===== src/rtl/fetch_unit_pkg.sv =====
// Shared definitions for the fetch stage: opcode encoding, instruction field
// positions, offset sign extension and the RUN/HALT state encoding.
package fetch_unit_pkg;

    typedef enum logic [1:0] {
        OP_ADD = 2'b00,
        OP_LW  = 2'b01,
        OP_SW  = 2'b10,
        OP_J   = 2'b11
    } opcode_e;

    localparam int OPC_HI = 7;
    localparam int OPC_LO = 6;
    localparam int OFF_HI = 5;
    localparam int OFF_LO = 0;

    typedef enum logic {
        ST_RUN  = 1'b0,
        ST_HALT = 1'b1
    } state_e;

    function automatic logic [7:0] sext6(input logic [5:0] v);
        return {{2{v[5]}}, v};
    endfunction

    // Unsigned compare against the instruction-memory depth (DEPTH may be 256).
    function automatic logic pc_in_range(input logic [7:0] pc, input int depth);
        return int'({24'd0, pc}) < depth;
    endfunction

endpackage


===== src/rtl/fetch_unit_pc_next_logic.sv =====
// Combinational next-PC computation: sequential or jump target, plus the
// jump-to-self and out-of-range flags that stop fetch.
module pc_next_logic
    import fetch_unit_pkg::*;
#(
    parameter int DEPTH = 32
) (
    input  logic [7:0] pc_i,
    input  logic [7:0] instr_i,
    output logic [7:0] next_pc_o,
    output logic       jump_self_o,
    output logic       out_of_range_o
);

    opcode_e    op;
    logic [5:0] offset;
    logic [7:0] seq_pc;
    logic [7:0] jump_pc;
    logic       is_jump;

    always_comb begin
        op             = opcode_e'(instr_i[OPC_HI:OPC_LO]);
        offset         = instr_i[OFF_HI:OFF_LO];
        is_jump        = (op == OP_J);
        seq_pc         = pc_i + 8'd1;
        // Arithmetic wraps modulo 256 by virtue of the 8-bit width.
        jump_pc        = seq_pc + sext6(offset);
        next_pc_o      = is_jump ? jump_pc : seq_pc;
        jump_self_o    = is_jump && (offset == 6'h3F);
        out_of_range_o = !pc_in_range(next_pc_o, DEPTH);
    end

endmodule


===== src/rtl/fetch_unit.sv =====
// Instruction-fetch stage: owns the PC, captures the fetched byte into the IR,
// resolves jumps locally and honours redirect > stall > fetch priority.
module fetch_unit
    import fetch_unit_pkg::*;
#(
    parameter int DEPTH = 32,
    parameter int CNT_W = 16
) (
    input  logic             clk,
    input  logic             reset,
    input  logic [7:0]       instruction,
    input  logic             stall,
    input  logic             redirect_valid,
    input  logic [7:0]       redirect_pc,
    output logic [7:0]       pc_out,
    output logic [7:0]       ir,
    output logic [7:0]       ir_pc,
    output logic             ir_valid,
    output logic             halted,
    output logic [CNT_W-1:0] fetch_count,
    output state_e           state_o
);

    state_e           state_q;
    logic [7:0]       pc_q;
    logic [7:0]       ir_q;
    logic [7:0]       ir_pc_q;
    logic             ir_valid_q;
    logic [CNT_W-1:0] cnt_q;
    logic [CNT_W-1:0] cnt_d;

    logic [7:0] next_pc;
    logic       jump_self;
    logic       out_of_range;

    pc_next_logic #(
        .DEPTH(DEPTH)
    ) u_pc_next (
        .pc_i          (pc_q),
        .instr_i       (instruction),
        .next_pc_o     (next_pc),
        .jump_self_o   (jump_self),
        .out_of_range_o(out_of_range)
    );

    assign cnt_d = (&cnt_q) ? cnt_q : cnt_q + CNT_W'(1);

    always_ff @(posedge clk or posedge reset) begin
        if (reset) begin
            state_q    <= ST_RUN;
            pc_q       <= 8'd0;
            ir_q       <= 8'd0;
            ir_pc_q    <= 8'd0;
            ir_valid_q <= 1'b0;
            cnt_q      <= '0;
        end else if (redirect_valid) begin
            // A redirect flushes the IR and overrides stall in either state.
            pc_q       <= redirect_pc;
            ir_valid_q <= 1'b0;
            state_q    <= pc_in_range(redirect_pc, DEPTH) ? ST_RUN : ST_HALT;
        end else begin
            case (state_q)
                ST_HALT: begin
                    ir_valid_q <= 1'b0;
                end
                ST_RUN: begin
                    if (!stall) begin
                        ir_q       <= instruction;
                        ir_pc_q    <= pc_q;
                        ir_valid_q <= 1'b1;
                        cnt_q      <= cnt_d;
                        // The halting instruction still issues; the PC parks on it.
                        if (jump_self || out_of_range) begin
                            state_q <= ST_HALT;
                        end else begin
                            pc_q <= next_pc;
                        end
                    end
                end
                default: state_q <= ST_HALT;
            endcase
        end
    end

    assign pc_out      = pc_q;
    assign ir          = ir_q;
    assign ir_pc       = ir_pc_q;
    assign ir_valid    = ir_valid_q;
    assign halted      = (state_q == ST_HALT);
    assign fetch_count = cnt_q;
    assign state_o     = state_q;

endmodule


===== config.mk =====
export PLATFORM = sky130hd
export DESIGN_NAME = fetch_unit
export DESIGN_NICKNAME = d
export VERILOG_FILES = /design/src/rtl/fetch_unit_pkg.sv /design/src/rtl/fetch_unit_pc_next_logic.sv /design/src/rtl/fetch_unit.sv
export SDC_FILE = /design/constraint.sdc
export NUM_CORES = 1
export LEC_CHECK = 0
export CORE_MARGIN = 2
export CORE_UTILIZATION = 45
export CTS_CLUSTER_DIAMETER = 60
export DETAILED_ROUTE_END_ITERATION = 7
export PLACE_DENSITY = 0.89
export SETUP_SLACK_MARGIN = 0.05
export SYNTH_ARGS = -nofsm -noshare
export SYNTH_HDL_FRONTEND = slang
export SYNTH_SLANG_ARGS = --single-unit

===== constraint.sdc =====
create_clock -name clk -period 2.5 [get_ports clk]
set_input_delay 0.5 -clock clk [delete_from_list [all_inputs] [get_ports clk]]
set_output_delay 0.5 -clock clk [all_outputs]
set_load 0.005 [all_outputs]

Yosys cells after proc, flatten, opt, wreduce, memory -nomap -nowiden
Cells that the tools add are included.

Bits in read-only memories: 0. Bits in latches: 0. Memories kept: 0. Output and inout bits: 43. Register bits after elaboration: 42. Bits in writable memories: 0.

Magnitude comparators: 2. Multiplexer cells: 13. Divide/modulo/power cells: 0. Shift-type cells: 0. Bitwise gates (word level): 4. Multipliers: 0. Equality and inequality tests: 6. Reduce and logical (&&, ||, !) cells: 7. $add $sub $neg: 3.

Operators with widths (count): 2-to-1 mux 8 bit (5); adder 16 x 1 -> 16 bit, second input constant (1); less-than comparator 8 x 6 -> 1 bit, second input constant (2); AND reduction 16 bit (1); adder 8 x 1 -> 8 bit, second input constant (1); adder 8 bit (1); 2-to-1 mux 1 bit (7); equality test 6 bit, second input constant (1); AND reduction 3 bit (2); inequality test 2 bit, second input constant (2); inverter 1 bit (4); AND reduction 4 bit (1); inequality test 3 bit, second input constant (1); equality test 2 bit, second input constant (1); inequality test 2 x 1 -> 1 bit, second input constant (1); case mux 1 bit (2 select lines) (1); logical AND 1 bit (1); logical NOT 1 bit (1); logical OR 1 bit (1).

Depth between registers and ports, before layout
Gate-level depths: netlist (run 1).

Word-level depth: 10. Depth in mapped cells: 10. Depth with buffers taken out: 10.

Cells and area by module
Synthesis (run 1) repeated with hierarchy kept, for this count alone.

Cell total of the unflattened synthesis: 274. Area total of the unflattened synthesis: 2464.9 µm².

Modules (own cells, without submodules): fetch_unit (instances 1, seq. area each 1051.0 µm², area an instance 1889.3 µm², cells an instance 196); pc_next_logic (instances 1, seq. area each 0.0 µm², area an instance 575.6 µm², cells an instance 78).

Least setup slack after synthesis (run 1)
Ideal clock, no wire load.

Path type: flip-flop to flip-flop. Start: register pc_q[0], in the netlist pc_out[0]. End: register pc_q[4], in the netlist pc_out[4]. Path buffers: 0. Data arrival time: 2.631 ns. Stages on the path, launching flop included: 11. Setup slack: -0.235 ns. Period minus slack after synthesis: 2.735 ns. Data required time: 2.396 ns. Cells stage by stage: dfrtp_1 -> ha_1 -> nand3_1 -> xnor2_1 -> ha_1 -> or4_1 -> o21ai_2 -> a211o_2 -> nand4_2 -> o211a_1 -> a221oi_1.

Cells in the longest elaborated chain, start to end: 8. Elaborated cells between the ends (all ways): 12. Classes of those cells: add/sub (2); order compare (1); eq/ne (1); mux (5); reduce/logical (3).

Ends and longest elaborated chain: start, declared (line fetch_unit.sv:25) `logic [7:0] pc_q;`; start signal, assigned (line fetch_unit.sv:58) `pc_q <= redirect_pc;`; start signal, assigned (line fetch_unit.sv:76) `pc_q <= next_pc;`; adder 8 x 1 -> 8 bit (*) (line fetch_unit_pc_next_logic.sv:25) `seq_pc = pc_i + 8'd1;`; adder 8 bit (line fetch_unit_pc_next_logic.sv:27) `jump_pc = seq_pc + sext6(offset);`; 2-to-1 mux 8 bit (*) (line fetch_unit_pc_next_logic.sv:28) `next_pc_o = is_jump ? jump_pc : seq_pc;`; less-than comparator 8 x 6 -> 1 bit (line fetch_unit_pkg.sv:28) `return int'({24'd0, pc}) < depth;`; logical NOT 1 bit (line fetch_unit_pc_next_logic.sv:30) `out_of_range_o = !pc_in_range(next_pc_o, DEPTH);`; logical OR 1 bit (line fetch_unit.sv:73) `if (jump_self || out_of_range) begin`; inequality test 2 bit (no source line); AND reduction 3 bit (no source line).

Mark *: on every way between the ends. The rest lies on a longest branch, timed or not. The select of a mux whose other input is x is not followed. A chain may end at the register's enable or synchronous reset.

Final worst setup path (run 1)
Start: register pc_q[2], in the netlist pc_out[2]. End: register pc_q[2], in the netlist pc_out[2].

Same word-level chain as after synthesis.

==> metrics.md, run 1 <==
| Metric | Value |
|---|---|
| Wirelength per Cell | `17.1 um` |
| Fraction of layout cells with a size suffix above 1 | `0.354` |
| Synth cell count leaders | `dfrtp_1 (42), mux2_2 (17), nand2_1 (17), xnor2_1 (14), inv_1 (12)` |
| Worst relative slew slack | `0.574` |
| Post-synthesis cell type count | `53` |
| Crit Path Category | `reg2reg` |
| # rows | `27` |
| Pint | `1700 uW` |
| Seq/Total Area, Yosys | `0.416` |
| Area leader, netlist | `dfrtp_1` |
| H-tree levels | `2` |
| Number of detailed-route iterations in the first pass | `4` |
| Fin cells | `434` |
| Routing usage on met2 | `0.432` |
| Top-count cell post-synth | `dfrtp_1` |
| Placed cell areas | `0.00363 sq mm` |
| Clock Root Buffer | `clkbuf_8` |
| Hold/Removal Path Class | `reg2reg` |
| Vias in the first global route | `2529` |
| Post-place setup slack | `-289 ps` |
| Final ANT Viol Nets | `0` |
| Post-route cell area | `0.00399 sq mm` |
| FFs w/ async S/R, synth | `1.00` |
| Critical path required time | `2660 ps` |
| Worst-path clk slew | `80 ps` |
| Outcome | `finished, violations left` |
| Flop pwr share | `0.360` |
| Detailed Place HPWL | `5350 um` |
| Max incr delay on CP | `480 ps` |
| Worst Path Max Fanout | `6` |
| CTS max path bufs | `2` |
| Most common flop cell mapped by yosys | `dfrtp_1` |
| Startpoint types | `flip-flop` |
| Most Crowded Layer GR | `met2` |
| Buf/Inv on CP | `0` |
| CP arrival | `2960 ps` |
| First-pass GRT wire length | `12000 um` |
| Cts-stage hold buffer count | `0` |
| P_leak | `0.00168 uW` |
| Die area | `0.00623 sq mm` |
| Syn Std Cell Area | `0.00253 sq mm` |
| CP top delay family | `simple AND/OR/NAND/NOR gates` |
| Final hold slack | `515 ps` |
| Total GRT Usage | `0.246` |
| I/O pin total | `63` |
| WL final | `7440 um` |
| Final setup violation count | `9` |
| Fin worst setup slack | `-299 ps` |
| CP Capture Type | `flip-flop` |
| NetSw | `747 uW` |
| Worst VDD drop | `0.397 mV` |
| Vias | `2386` |
| Slowest-stage cell, CP | `or4_4` |
| Synth top area share | `0.416` |
| N_diodes | `0` |
| CTS tree | `done` |
| Min cycle time layout | `2800 ps` |
| Clk sink count | `42` |
| Initial antenna violation count | `0` |
| Max-Cap Viols | `0` |
| Max Freq | `357 MHz` |
| Seq cells post-synth | `42` |
| Vias per cell | `5.50` |
| Clock power share | `0.224` |
| Largest net degree at the start of global routing | `43` |
| Nets | `393` |
| Routing usage on met3 | `0.0489` |
| Top cells by area, synth | `dfrtp_1 (42%), mux2_2 (7.6%), ha_1 (5.4%), xnor2_1 (4.9%), xor2_1 (3.1%)` |
| Port Buf Inserts | `62` |
| Die height | `78.9 um` |
| Placer congestion estimate | `0.930` |
| Final Skew | `6.09 ps` |
| Avg Cell Area, Syn | `10.5 sq um` |
| Syn_nets | `272` |
| Ys Warns | `0` |
| M1 GR Usage | `0.303` |
| Final core utilization | `0.729` |
| Hold Fails Final Rpt | `0` |
| Core Region | `0.00547 sq mm` |
| Slew @ Worst Pin | `633 ps` |
| Period utilization | `1.12` |
| Combinational power share | `0.416` |
| Critical path cell sequence | `nand3_4 > o21a_1 > or2_4 > ha_2 > or4_4 > o21ai_2 > o211ai_1 > nand4_4 > o21ai_1 > o311ai_1` |
| Num CTS Buffers | `5` |
| Failing checks | `negative setup slack` |
| Chip width | `78.9 um` |
| Switching portion of total power | `0.305` |
| Worst-Skew Late Latency | `300 ps` |
| Gate Count Post-Synth | `240` |
| Area Growth Syn to Fin | `57.9%` |
| Detailed Route Iter0 Violations | `155` |
| # fillers | `405` |
| GRT overflow | `0` |
| Post-route DRC | `0` |
| Max-slew violation count | `0` |
| EDFF count, synth | `0` |
| RSZ-0062 raised after global routing | `yes` |
| Placed Instances | `415` |
| Initial Utilization | `0.462` |
| PwrDens | `614 mW/mm^2` |
[cell usage in the layout (no fill, tap or decap), types with 5 or more instances in the layout]
cell | netlist | routed
nand2_1 | 17 | 14
dfrtp_2 | 0 | 6
nand3_1 | 10 | 8
xnor2_1 | 14 | 12
dfrtp_1 | 42 | 36
inv_1 | 12 | 12
clkdlybuf4s50_1 | 0 | 62
mux2_2 | 17 | 17
ha_4 | 0 | 6
nor2_1 | 11 | 11
clkbuf_8 | 0 | 5
buf_4 | 1 | 56
nand4_1 | 8 | 8
a21oi_1 | 8 | 6
xor2_1 | 9 | 8
[state kept, by name, summed over array words and instances (netlist names)]
| signal | count |
|---|---|
| ir | 8 |
| halted | 1 |
| fetch_count | 16 |
| ir_pc | 8 |
| ir_valid | 1 |
| pc_out | 8 |
[metal layers]
| layer | routed length (um) | share of wire |
|---|---|---|
| met3 | 300 | 0.040 |
| met1 | 3130 | 0.42 |
| met2 | 3870 | 0.52 |
| met4 | 133 | 0.018 |
| met5 | 0 | 0 |
[power groups by stage]
stage | sequential (uW) | clock [uW] | combinational (uW)
4_1_cts | 877 | 553 | 956
6_report | 882 | 549 | 1020
3_3_place_gp | 882 | 0 | 875
5_1_grt | 897 | 585 | 1110
2_1_floorplan | 891 | 0 | 407
3_5_place_dp | 890 | 0 | 890
[kinds of logic after synthesis]
family / share of synthesized area
compound gates: 0.152
xor+xnor: 0.0797
fa+ha+maj: 0.0624
buf+inv: 0.0297
flops: 0.416
mux: 0.0797
simple gates: 0.181
[final timing paths]
check	from	slack, ps	to	depth (start not counted)
max	pc_out[2]	-300	pc_out[2]	10
min	ir[2]	520	ir[2]	1
min reg2reg	ir[2]	520	ir[2]	1
max in group asynchronous	reset	1500	pc_out[3]	3
min in group asynchronous	reset	620	pc_out[2]	3
max reg2reg	pc_out[2]	-300	pc_out[2]	10
[through the flow]
step / TNS, ps / power, uW
2_1_floorplan: -337 / 1300
3_3_place_gp: -1750 / 1760
3_5_place_dp: -2260 / 1780
4_1_cts: -1140 / 2390
5_1_grt: -2820 / 2590
6_report: -1860 / 2450
[area by class of cell]
type / instances / area (sq um) / share of cell area
Inverter: 12 / 45.0 / 0.0113
Tap cell: 72 / 90.1 / 0.0226
Multi-Input combinational cell: 181 / 1630 / 0.410
Clock inverter: 2 / 37.5 / 0.00941
Timing Repair Buffer: 119 / 1050 / 0.264
Sequential cell: 42 / 1060 / 0.265
Clock buffer: 6 / 72.6 / 0.0182
[timing repair]
action,4_1_cts,5_1_grt
setup buffers,6,5
endpoints found under the setup margin,9,9
pin swaps,13,7
gates resized for setup,12,15
Power figures use the tool's default switching activity.
==> run 2, diff against run 1 <==
GPL_TIMING_DRIVEN = 0   (was unset)
==> metrics.md, run 2 (same netlist as run 1, synthesis figures left out) <==
| Metric | Value |
|---|---|
| Most common cell after layout, fill and taps aside | `clkdlybuf4s50_1` |
| Nets | `371 (-5.6%)` |
| WL final | `7190 um (-3.4%)` |
| Final core utilization | `0.717 (-0.0123)` |
| Worst relative slew slack | `0.438 (-0.136)` |
| Post-route cell area | `0.00392 sq mm (-1.7%)` |
| Post-route DRC | `0 (unchanged)` |
| Placed Instances | `373 (-10%)` |
| Detailed Route Iter0 Violations | `155 (unchanged)` |
| PwrDens | `643 mW/mm^2 (+4.7%)` |
| CP Launch Point | `pc_out[0]` |
| GRT overflow | `0 (unchanged)` |
| Area Growth Syn to Fin | `55.3%` |
| Period utilization | `1.10 (-0.0161)` |
| Total power | `2520 uW (+2.9%)` |
| Detailed Place HPWL | `4740 um (-11%)` |
| Worst Path Max Fanout | `5 (-1)` |
| Startpoint types | `flip-flop` |
| Cts-stage hold buffer count | `0 (unchanged)` |
| # rows | `27 (unchanged)` |
| Die area | `0.00623 sq mm (unchanged)` |
| Fin worst setup slack | `-259 ps (+40.3 ps)` |
| N_diodes | `0 (unchanged)` |
| Largest net degree at the start of global routing | `43 (unchanged)` |
| Worst-Skew Late Latency | `300 ps (about the same)` |
| Most frequent cells in the layout | `clkdlybuf4s50_1 (61), dfrtp_1 (36), buf_4 (29), mux2_2 (17), nand2_1 (15)` |
| Max-Cap Viols | `0 (unchanged)` |
| Final setup violation count | `9 (unchanged)` |
| I/O pin total | `63 (unchanged)` |
| Initial Utilization | `0.462 (unchanged)` |
| # fillers | `387 (-4.4%)` |
| CP Capture Type | `flip-flop` |
| Placer congestion estimate | `0.933 (+0.31%)` |
| Wirelength per Cell | `17.4 um (+1.8%)` |
| Number of detailed-route iterations in the first pass | `5 (+1)` |
| Chip width | `78.9 um (unchanged)` |
| Reg2Reg Launch Point | `pc_out[0]` |
| Max-slew violation count | `0 (unchanged)` |
| CTS max path bufs | `2 (unchanged)` |
| Die height | `78.9 um (unchanged)` |
| Cells on worst reg2reg path | `12 (+2)` |
| Total GRT Usage | `0.237 (-0.00933)` |
| Final ANT Viol Nets | `0 (unchanged)` |
| CP arrival | `2920 ps (-40 ps)` |
| Largest register FFs | `16 (unchanged)` |
| Port Buf Inserts | `61 (-1.6%)` |
| Clk sink count | `42 (unchanged)` |
| Core Region | `0.00547 sq mm (unchanged)` |
| P_leak | `0.00160 uW (-4.5%)` |
| Max Freq | `363 MHz (+1.5%)` |
| Fin cells | `412 (-5.1%)` |
| Outcome | `finished, violations left` |
| Vias | `2308 (-3.3%)` |
| Fraction of layout cells with a size suffix above 1 | `0.315 (-0.0389)` |
| First-pass GRT wire length | `11500 um (-4.4%)` |
| Setup slack, reg-to-reg | `-260 ps (+40 ps)` |
| Min cycle time layout | `2760 ps (-40.3 ps)` |
| RR Endpoint | `pc_out[2]` |
| Placed cell areas | `0.00330 sq mm (-9.0%)` |
| Critical path required time | `2660 ps (about the same)` |
| Final Skew | `6.49 ps (+0.403 ps)` |
| Worst-path clk slew | `80 ps (about the same)` |
| Worst setup path end | `pc_out[2]` |
| Initial antenna violation count | `0 (unchanged)` |
| Worst VDD drop | `0.552 mV (+39%)` |
| Crit Path Category | `reg2reg` |
| Hold/Removal Path Class | `reg2reg` |
| Hold Fails Final Rpt | `0 (unchanged)` |
| CTS tree | `done` |
| Num CTS Buffers | `5 (unchanged)` |
| H-tree levels | `2 (unchanged)` |
| Failing checks | `negative setup slack` |
| Vias in the first global route | `2422 (-4.2%)` |
| RSZ-0062 raised after global routing | `yes` |
| Clock Root Buffer | `clkbuf_8` |
| Slew @ Worst Pin | `841 ps (+209 ps)` |
| Vias per cell | `5.60 (+1.9%)` |
run 2: cell types whose count changed in the layout (fill, tap and decap cells not counted), sizes merged:
cell / previous run / this run
bufinv: 1 / 2
clkdlybuf4s50: 62 / 61
clkbuf: 6 / 8
clkinvlp: 1 / 0
buf: 57 / 34
run 2: worst min path at each step:
| stage | endpoint | from | cells past startpoint | slack [ps] |
|---|---|---|---|---|
| floorplan | fetch_count[15] | fetch_count[15] | 1 | 480 |
| global placement | fetch_count[14] | fetch_count[14] | 1 | 480 |
| detailed placement | fetch_count[14] | fetch_count[14] | 1 | 490 |
| CTS | fetch_count[14] | fetch_count[14] | 1 | 500 |
| global route | fetch_count[14] | fetch_count[14] | 1 | 520 |
| finish | fetch_count[14] | fetch_count[14] | 1 | 500 |
run 2: repair_timing:
item,4_1_cts,5_1_grt
gates resized for setup,19,16
endpoints found under the setup margin,9,9
setup buffers,23,8
pin swaps,22,26
run 2: critical path: stages (launching register included):
cell	delay (ps)
dfrtp_2	470
ha_4	220
nand3_4	110
xnor2_4	220
ha_4	240
buf_4	140
nor2b_4	130
a221oi_4	270
and3_4	280
nand2_4	60
buf_4	160
o21ai_2	190
o311ai_2	130
run 2: cell type report:
class	count	area (sq um)	share of cell area
flip-flops and latches	42	1060	0.270
repair buffers	92	856	0.218
clock inverters	2	60.1	0.0153
inverters	12	45.0	0.0115
plain buffers	5	30.0	0.00766
well taps	72	90.1	0.0230
clock buffers	6	82.6	0.0211
multi-input cells	181	1700	0.433
run 2: report_power, final:
group / internal (uW) / switching (uW)
registers: 790 / 92.8
clock network: 426 / 235
logic: 575 / 404
run 2: layer usage:
metal | vias up | GRT usage | part of all wire | routed length, um
met4 | 0 | 0.0845 | 0.015 | 111
li1 | 1089 | - | - | -
met2 | 82 | 0.426 | 0.54 | 3900
met3 | 14 | 0.0477 | 0.051 | 364
met5 | - | 0 | 0 | 0
met1 | 1123 | 0.280 | 0.39 | 2820
run 2: metrics by stage:
stage	hold slack, ps	TNS, ps	setup slack [ps]
2_1_floorplan	484	-337	-54.3
3_3_place_gp	485	-2930	-334
3_5_place_dp	490	-3920	-384
4_1_cts	501	-1320	-186
5_1_grt	520	-2790	-354
6_report	499	-1980	-259
==> run 3, diff against run 2 <==
CORE_UTILIZATION = 24   (was 45)
PLACE_DENSITY = 0.58   (was 0.89)
==> metrics.md, run 3 (same netlist as run 1, synthesis figures left out) <==
| Metric | Value |
|---|---|
| Switching portion of total power | `0.319 (+0.0290)` |
| WL final | `7080 um (-1.5%)` |
| Fraction of layout cells with a size suffix above 1 | `0.292 (-0.0230)` |
| Clock power share | `0.202 (-0.060)` |
| Fin worst setup slack | `-238 ps (+20.9 ps)` |
| Worst-path clk slew | `90 ps (about the same)` |
| H-tree levels | `2 (unchanged)` |
| PwrDens | `585 mW/mm^2 (-9.0%)` |
| Period utilization | `1.10 (-0.00837)` |
| Slowest-stage cell, CP | `or4_4` |
| Critical path required time | `2670 ps (about the same)` |
| Max-Cap Viols | `0 (unchanged)` |
| Hold Path End | `fetch_count[14]` |
| Vias per cell | `4.83 (-14%)` |
| Initial antenna violation count | `0 (unchanged)` |
| RSZ-0062 raised after global routing | `yes` |
| Total GRT Usage | `0.125 (-0.111)` |
| Worst VDD drop | `0.238 mV (-57%)` |
| Crit Path Category | `reg2reg` |
| Num CTS Buffers | `5 (unchanged)` |
| Most frequent cells in the layout | `clkdlybuf4s50_1 (61), dfrtp_1 (36), buf_4 (25), mux2_2 (17), nand2_1 (15)` |
| CP top delay family | `simple AND/OR/NAND/NOR gates` |
| Routing usage on met3 | `0.0340 (-0.0137)` |
| Min-Delay Startpoint | `fetch_count[14]` |
| Most Crowded Layer GR | `met2` |
| NetSw | `719 uW (-1.9%)` |
| Total power | `2250 uW (-11%)` |
| Initial Utilization | `0.246 (-0.216)` |
| Cts-stage hold buffer count | `0 (unchanged)` |
| Worst relative slew slack | `0.426 (-0.0123)` |
| Die height | `107 um (+35%)` |
| Outcome | `finished, violations left` |
| Nets | `367 (-1.1%)` |
| Pint | `1530 uW (-14%)` |
| Hold depth | `1 (unchanged)` |
| Worst Path Max Fanout | `5 (unchanged)` |
| CP Launch Point | `pc_out[0]` |
| Placer congestion estimate | `0.786 (-16%)` |
| Chip width | `107 um (+35%)` |
| Combinational power share | `0.408 (+0.020)` |
| Hold/Removal Path Class | `reg2reg` |
| Final ANT Viol Nets | `0 (unchanged)` |
| Setup slack, reg-to-reg | `-240 ps (+20 ps)` |
| Clk sink count | `42 (unchanged)` |
| GRT overflow | `0 (unchanged)` |
| CTS max path bufs | `2 (unchanged)` |
| Die area | `0.0114 sq mm (+82%)` |
| Max-slew violation count | `0 (unchanged)` |
| Most common cell after layout, fill and taps aside | `clkdlybuf4s50_1` |
| Buf/Inv on CP | `2 (unchanged)` |
| Cells on worst reg2reg path | `12 (unchanged)` |
| Final setup violation count | `9 (unchanged)` |
| Final Skew | `14.5 ps (+7.97 ps)` |
| Core Region | `0.0103 sq mm (+88%)` |
| Largest register FFs | `16 (unchanged)` |
| CTS tree | `done` |
| Most frequent CP cell | `o211ai_1` |
| CP Capture Type | `flip-flop` |
| Detailed Route Iter0 Violations | `63 (-59%)` |
| Setup TNS | `-1870 ps (+110 ps)` |
| Largest net degree at the start of global routing | `43 (unchanged)` |
| Flop pwr share | `0.391 (+0.041)` |
| # rows | `37 (+37%)` |
| Max Freq | `365 MHz (+0.76%)` |
| Min cycle time layout | `2740 ps (-20.9 ps)` |
| P_leak | `0.00154 uW (-3.8%)` |
| Clock Root Buffer | `clkbuf_8` |
| Startpoint types | `flip-flop` |
| Reg2Reg Launch Point | `pc_out[0]` |
| Vias in the first global route | `2325 (-4.0%)` |
| RR Endpoint | `pc_out[2]` |
| Worst-Skew Late Latency | `300 ps (about the same)` |
| Area Growth Syn to Fin | `52.3%` |
| Vias | `2279 (-1.3%)` |
| Critical path cell sequence | `buf_6 > nand2_4 > o21a_1 > or2_4 > ha_4 > or4_4 > o21ai_2 > o211ai_1 > buf_4 > and4_4 > o211ai_1 > o311ai_1` |
| Failing checks | `negative setup slack` |
| M1 GR Usage | `0.160 (-0.120)` |
| Slew @ Worst Pin | `860 ps (+18.4 ps)` |
| Number of detailed-route iterations in the first pass | `4 (-1)` |
| Hold Fails Final Rpt | `0 (unchanged)` |
| I/O pin total | `63 (unchanged)` |
| Placed Instances | `437 (+17%)` |
| Max incr delay on CP | `480 ps (about the same)` |
| Post-route DRC | `0 (unchanged)` |
| CP arrival | `2910 ps (about the same)` |
| N_diodes | `0 (unchanged)` |
| Detailed Place HPWL | `5100 um (+7.6%)` |
| Wirelength per Cell | `15.0 um (-14%)` |
| Routing usage on met2 | `0.216 (-0.211)` |
| Fin cells | `472 (+15%)` |
| Port Buf Inserts | `61 (unchanged)` |
| First-pass GRT wire length | `11600 um (+0.91%)` |
==> run 3: cell count changes in the layout (fill, tap and decap cells not counted), sizes merged <==
cell	change
buf	-4
clkbuf	-1
bufinv	-2
inv	+1
clkinvlp	+2
==> run 3: timing repair <==
action,4_1_cts,5_1_grt
endpoints found under the hold margin,0,0
pin swaps,18,14
buffers inserted,22,5
gates resized for setup,15,10
setup endpoints to repair,9,10
==> run 3: how the worst max path moves through the flow <==
stage	endpoint	cells past startpoint	slack, ps
detailed placement	pc_out[6]	8	-390
global placement	pc_out[5]	8	-370
floorplan	pc_out[5]	10	-50
finish	pc_out[2]	12	-240
global route	pc_out[2]	12	-330
CTS	pc_out[4]	11	-180
==> run 3: metal layers <==
metal	up-vias	routed length [um]
met1	1120	3090
met5	-	0
li1	1093	-
met4	0	29
met2	61	3540
met3	5	422
==> run 3: final cells by class <==
| cell class | count | area, sq um |
|---|---|---|
| Fill cell | 1032 | 6430 |
| Multi-Input combinational cell | 181 | 1620 |
| Inverter | 12 | 45.0 |
| Sequential cell | 42 | 1060 |
| Clock inverter | 3 | 23.8 |
| Clock buffer | 5 | 68.8 |
| Timing Repair Buffer | 88 | 833 |
| Buffer | 5 | 30.0 |
| Tap cell | 136 | 170 |
==> run 3: power by group through the flow <==
stage / registers (uW) / logic [uW] / clock network [uW]
6_report: 879 / 917 / 454
5_1_grt: 901 / 1000 / 508
2_1_floorplan: 891 / 407 / 0
3_5_place_dp: 902 / 761 / 0
4_1_cts: 881 / 877 / 469
3_3_place_gp: 897 / 752 / 0
==> run 3: through the flow <==
stage | hold slack [ps] | setup slack (ps) | cell area [sq um] | utilization
2_1_floorplan | 484 | -54.3 | 2600 | -
3_3_place_gp | 490 | -369 | 3380 | 0.329
3_5_place_dp | 491 | -390 | 3380 | 0.329
4_1_cts | 509 | -177 | 3750 | 0.365
5_1_grt | 523 | -330 | 3850 | 0.374
6_report | 502 | -238 | 3850 | 0.374
